<file path="config.mk">
export PLATFORM = sky130hd
export DESIGN_NAME = updown_counter_param
export DESIGN_NICKNAME = d
export VERILOG_FILES = /design/src/rtl/updown_counter_param.sv
export SDC_FILE = /design/constraint.sdc
export NUM_CORES = 1
export LEC_CHECK = 0
export BUFFER_PORTS_ARGS = -buffer_cell sky130_fd_sc_hd__buf_4
export CAP_MARGIN = 20
export CORE_UTILIZATION = 35
export DETAILED_ROUTE_END_ITERATION = 10
export HOLD_SLACK_MARGIN = 0.1
export PLACE_DENSITY = 0.59
export RECOVER_POWER = 50
export SYNTH_ARGS = -nofsm -noshare
export SYNTH_HDL_FRONTEND = slang
export SYNTH_SLANG_ARGS = --single-unit
</file>
<file path="constraint.sdc">
create_clock -name clk -period 5 [get_ports clk]
set_input_delay 1 -clock clk [delete_from_list [all_inputs] [get_ports clk]]
set_output_delay 1 -clock clk [all_outputs]
set_load 0.005 [all_outputs]
</file>
<file path="src/rtl/updown_counter_param.sv">
// updown_counter_param: parametrised up/down counter over the range 0..MAX_COUNT.
// Synchronous load (clamped to MAX_COUNT), per-cycle wrap/saturate select, and a
// registered terminal-count pulse on every boundary step for chaining counters.
// at_min / at_max are combinational decodes of the registered count.
//
// Optional feature macro: COUNTER_PRESCALE_EN
//   Defined   : a prescaler counts enabled cycles and a step happens only on
//               every PRESCALE-th enabled cycle.
//   Undefined : every enabled cycle is a step and PRESCALE is ignored.

module updown_counter_param #(
    parameter int WIDTH       = 8,
    parameter int MAX_COUNT   = (1 << WIDTH) - 1,
    parameter int RESET_VALUE = 0,
    parameter int PRESCALE    = 4
) (
    input  logic             clk,
    input  logic             rst,
    input  logic             enable,
    input  logic             direction,
    input  logic             sat_mode,
    input  logic             load,
    input  logic [WIDTH-1:0] load_value,
    output logic [WIDTH-1:0] counter_out,
    output logic             tc,
    output logic             at_min,
    output logic             at_max
);

    // Range ends held one bit wider so MAX_COUNT = 2**WIDTH-1 compares cleanly.
    localparam logic [WIDTH:0]   MAX_EXT_C = (WIDTH + 1)'(MAX_COUNT);
    localparam logic [WIDTH-1:0] MAX_VAL_C = MAX_EXT_C[WIDTH-1:0];
    localparam logic [WIDTH-1:0] RESET_C   = WIDTH'(RESET_VALUE);
    localparam logic [WIDTH:0]   ONE_EXT_C = (WIDTH + 1)'(1);
    localparam logic [WIDTH-1:0] ZERO_C    = {WIDTH{1'b0}};

    // Reject parameter sets that would let the count leave its legal range.
    if ((WIDTH < 1) || (PRESCALE < 1) || (MAX_COUNT < 0) ||
        (MAX_COUNT > ((1 << WIDTH) - 1)) ||
        (RESET_VALUE < 0) || (RESET_VALUE > MAX_COUNT)) begin : g_bad_params
        $error("updown_counter_param: illegal parameter combination");
    end

    // Clamp a load value into 0..MAX_COUNT.
    function automatic logic [WIDTH-1:0] clamp_load(input logic [WIDTH-1:0] value);
        logic [WIDTH-1:0] result;
        if ({1'b0, value} > MAX_EXT_C) begin
            result = MAX_VAL_C;
        end else begin
            result = value;
        end
        return result;
    endfunction

    logic [WIDTH:0]   count_ext_s;
    logic [WIDTH:0]   inc_ext_s;
    logic [WIDTH:0]   dec_ext_s;
    logic             step_s;
    logic [WIDTH-1:0] next_count_s;
    logic             next_tc_s;

`ifdef COUNTER_PRESCALE_EN
    localparam int            PS_W      = (PRESCALE > 1) ? $clog2(PRESCALE) : 1;
    localparam logic [PS_W-1:0] PS_LAST_C = PS_W'(PRESCALE - 1);
    localparam logic [PS_W-1:0] PS_ZERO_C = {PS_W{1'b0}};
    localparam logic [PS_W-1:0] PS_ONE_C  = PS_W'(1);

    logic [PS_W-1:0] prescale_r;

    // A step is granted only on the enabled cycle that completes a prescale period.
    always_comb begin
        step_s = enable && (prescale_r == PS_LAST_C);
    end

    // Prescaler counts enabled cycles; rst and load restart the period.
    always_ff @(posedge clk) begin
        if (rst) begin
            prescale_r <= PS_ZERO_C;
        end else if (load) begin
            prescale_r <= PS_ZERO_C;
        end else if (enable) begin
            if (prescale_r == PS_LAST_C) begin
                prescale_r <= PS_ZERO_C;
            end else begin
                prescale_r <= prescale_r + PS_ONE_C;
            end
        end else begin
            prescale_r <= prescale_r;
        end
    end
`else
    // Without the prescaler every enabled cycle is a step.
    always_comb begin
        step_s = enable;
    end
`endif

    // Widened neighbours of the current count; only used away from the range ends.
    always_comb begin
        count_ext_s = {1'b0, counter_out};
        inc_ext_s   = count_ext_s + ONE_EXT_C;
        dec_ext_s   = count_ext_s - ONE_EXT_C;
    end

    // Next count and terminal-count decision; load outranks a step.
    always_comb begin
        next_count_s = counter_out;
        next_tc_s    = 1'b0;
        if (load) begin
            next_count_s = clamp_load(load_value);
            next_tc_s    = 1'b0;
        end else if (step_s) begin
            if (direction) begin
                if (count_ext_s >= MAX_EXT_C) begin
                    next_count_s = sat_mode ? MAX_VAL_C : ZERO_C;
                    next_tc_s    = 1'b1;
                end else begin
                    next_count_s = inc_ext_s[WIDTH-1:0];
                    next_tc_s    = 1'b0;
                end
            end else begin
                if (counter_out == ZERO_C) begin
                    next_count_s = sat_mode ? ZERO_C : MAX_VAL_C;
                    next_tc_s    = 1'b1;
                end else begin
                    next_count_s = dec_ext_s[WIDTH-1:0];
                    next_tc_s    = 1'b0;
                end
            end
        end else begin
            next_count_s = counter_out;
            next_tc_s    = 1'b0;
        end
    end

    // Count and terminal-count registers; rst overrides everything.
    always_ff @(posedge clk) begin
        if (rst) begin
            counter_out <= RESET_C;
            tc          <= 1'b0;
        end else begin
            counter_out <= next_count_s;
            tc          <= next_tc_s;
        end
    end

    // Range-end flags decoded from the registered count.
    always_comb begin
        at_min = (counter_out == ZERO_C);
        at_max = (counter_out == MAX_VAL_C);
    end

endmodule
</file>
==> impl_metrics.json <==
{
  "post-cts-setup-buffer-count": 0,
  "maxCapViolCount": 0,
  "final_cell_area_um2": 1040,
  "worst_hold_path.num_cells": 2,
  "most-common-layout-cells": "16 x sky130_fd_sc_hd__buf_4, 15 x sky130_fd_sc_hd__a21oi_1, 11 x sky130_fd_sc_hd__nor2_1, 11 x sky130_fd_sc_hd__clkbuf_4, 9 x sky130_fd_sc_hd__dfxtp_1",
  "tns_ps": 0,
  "synth_edf_count": 0,
  "synthesis_to_finish_area_growth_pct": 21.8,
  "synth_nets": 135,
  "cell_area_placed_um2": 1010,
  "cp_slowest_stage_delay_ps": 640,
  "cell_internal_pwr_mw": 0.148,
  "fp-row-count": 17,
  "powerDensity_nw_per_um2": 222,
  "timing.critical_path.slowest_stage_cell": "sky130_fd_sc_hd__or4_1",
  "slew_headroom": 0.737,
  "vias_in_the_first_global_route": 862,
  "floorplan.initialDensity": 0.378,
  "tightest_slew_ps": 391,
  "yosys_register_bits": 9,
  "drv_slew": 0,
  "clock_latency_ps": 270,
  "initial_antenna_violation_count": 0,
  "timing_hold_violations_final": 0,
  "filler_cell_count": 253,
  "post_route_wl_um": 2400,
  "diodes": 0,
  "via_density_per_instance": 5.93,
  "die_w_um": 51.4,
  "globalRouteTotalUtil": 0.205,
  "min_delay_worst_endpoint": "counter_out[2]",
  "synth-warning-count": 0,
  "die_y_um": 51.4,
  "r2r_slack_ps": 2790,
  "power_leakage_nw": 0.425,
  "first_pass_grt_wire_length_um": 4080,
  "grt_max_degree": 17,
  "worst_hold_path_type": "reg -> reg",
  "tritoncts": "yes",
  "setup_failing_eps_final": 0,
  "post_synth_num_cell_types": 42,
  "io_buffers": 24,
  "layout-drive-gt1-share": 0.237,
  "p_switching_mw": 0.0827,
  "clock_skew_after_layout_ps": 1.40,
  "critical_path_arrival_ps": 1900,
  "p_seq_frac": 0.388,
  "avgRoutedWirePerCell_um": 14.7,
  "rr_endpoint": "counter_out[5]",
  "cts.sinks": 9,
  "start_kind": "flip-flop",
  "async_reset_ff_frac": 0,
  "share_comb_of_total_power": 0.350,
  "fmaxAchievable_mhz": 345,
  "clockRootBuffer": "sky130_fd_sc_hd__clkbuf_4",
  "synthesis.area_um2": 853,
  "worstReg2RegStart": "counter_out[3]",
  "gr-total-overflow": 0,
  "final_core_utilization": 0.461,
  "post_synth.cell_area_avg_um2": 7.23,
  "post-route-min-period_ps": 2900,
  "timing.critical_path.to_type": "output pin",
  "unrepaired_setup_endpoints_after_global_routing": "no",
  "peakVddDrop_mv": 0.100,
  "cts.clk_slew.worst_paths_ps": 70,
  "cts.path.max_buffers": 2,
  "min-delay-start": "counter_out[2]",
  "number_of_placed_i_o_pins": 25,
  "h_tree_depth_reported_by_cts": 1,
  "syn_inst": 118,
  "crit_path_cell_trace": "or4_1 -> or3_4 -> clkinv_2 -> buf_4",
  "antenna_violating_nets_post_route": 0,
  "synth.yosys.seq_area_share": 0.211,
  "fp.dieArea_um2": 2640,
  "path_class": "reg -> out",
  "layout_worst_path_cycle_share": 0.580,
  "final_net_count": 153,
  "cts-buffers-inserted": 3,
  "first_pass_iters": 4,
  "vias": 967,
  "post-dp-hpwl_um": 1700,
  "outcome": "complete, no violations",
  "ctsHoldBuffers": 0,
  "routabilityCongestion": 0.823,
  "drc_errors": 0,
  "fp.coreArea_um2": 2250,
  "critical_path_peak_fanout": 9,
  "drtIter0Drc": 47,
  "power.switching_fraction": 0.359,
  "cts.repair.resized": 0,
  "most_common_cell_after_layout_fill_and_taps_aside": "sky130_fd_sc_hd__buf_4",
  "power.share.clock": 0.263,
  "worstPathRequired_ps": 4000,
  "top_ff_cell_synth": "sky130_fd_sc_hd__dfxtp_1",
  "r2r_depth": 6
}
per-stage QoR:
stage / power [mW] / hold WS, ps / std cells / setup slack (ps)
detailed placement: 0.171 / 715 / 159 / 2410
floorplan: 0.144 / 621 / 118 / 2490
finish: 0.230 / 733 / 163 / 2100
CTS: 0.232 / 733 / 163 / 2110
global route: 0.245 / 779 / 163 / 2020
global placement: 0.171 / 702 / 159 / 2440
synthesized netlist by cell type, drive strengths merged, types with 3 or more instances:
cell type	count	area, µm²
and3	3	18.8
o221ai	3	26.3
o21ai	6	30.0
xnor2	4	35.0
buf	4	28.8
nand2	8	30.0
nor2	11	41.3
a21oi	15	75.1
dfxtp	9	180
nor3	3	15.0
or3	3	23.8
nor3b	4	30.0
ha	3	37.5
clkbuf	7	26.3
o22ai	3	18.8
inv	3	11.3
registers in the layout (all words and copies together), names as in the netlist:
signal	cells
tc	1
counter_out	8
how the worst max path moves through the flow:
stage,from,endpoint,slack (ps),cells after the start
floorplan,counter_out[3],at_min,2490,5
global placement,counter_out[2],at_min,2440,4
detailed placement,counter_out[3],at_min,2410,4
CTS,counter_out[3],at_min,2110,4
global route,counter_out[3],at_min,2020,4
finish,counter_out[3],at_min,2100,4
power by group through the flow:
stage	Combinational (mW)	Clock (mW)	Sequential, mW
final	0.0805	0.0606	0.0893
after global routing	0.0896	0.0649	0.0909
after CTS	0.0808	0.0621	0.0890
after detailed placement	0.0800	0	0.0907
after global placement	0.0805	0	0.0902
after floorplan	0.0591	0	0.0847
critical path: cells and delay by family, from the launching register on:
| family | cells | cell delay [ps] |
|---|---|---|
| AND/OR/NAND/NOR | 2 | 1040 |
| flip-flops | 1 | 410 |
| buffers and inverters | 2 | 180 |
final cells by class:
| type | instances | area (µm²) | area share |
|---|---|---|---|
| clock buffers | 4 | 26.3 | 0.0253 |
| inverters | 4 | 16.3 | 0.0156 |
| multi-input cells | 94 | 602 | 0.579 |
| flip-flops and latches | 9 | 180 | 0.173 |
| well taps | 28 | 35.0 | 0.0337 |
| repair buffers | 24 | 180 | 0.173 |
metal layers:
metal  vias up  wire length (µm)  global-route usage
met1       451              1090               0.285
met2        39              1120               0.316
met3         6               154              0.0298
met5         -                 0                   0
li1        471                 -                   -
met4         0                31              0.0766
kinds of logic (layout without fill, tap and decap cells):
family          count (synthesis)  count (layout)  share of synthesized area
mux                             2               2                     0.0235
simple gates                   43              43                      0.271
xor+xnor                        6               6                     0.0616
flops                           9               9                      0.211
fa+ha+maj                       3               3                     0.0440
compound gates                 40              40                      0.305
buf+inv                        15              32                     0.0836
(Power assumes the default switching activity.)
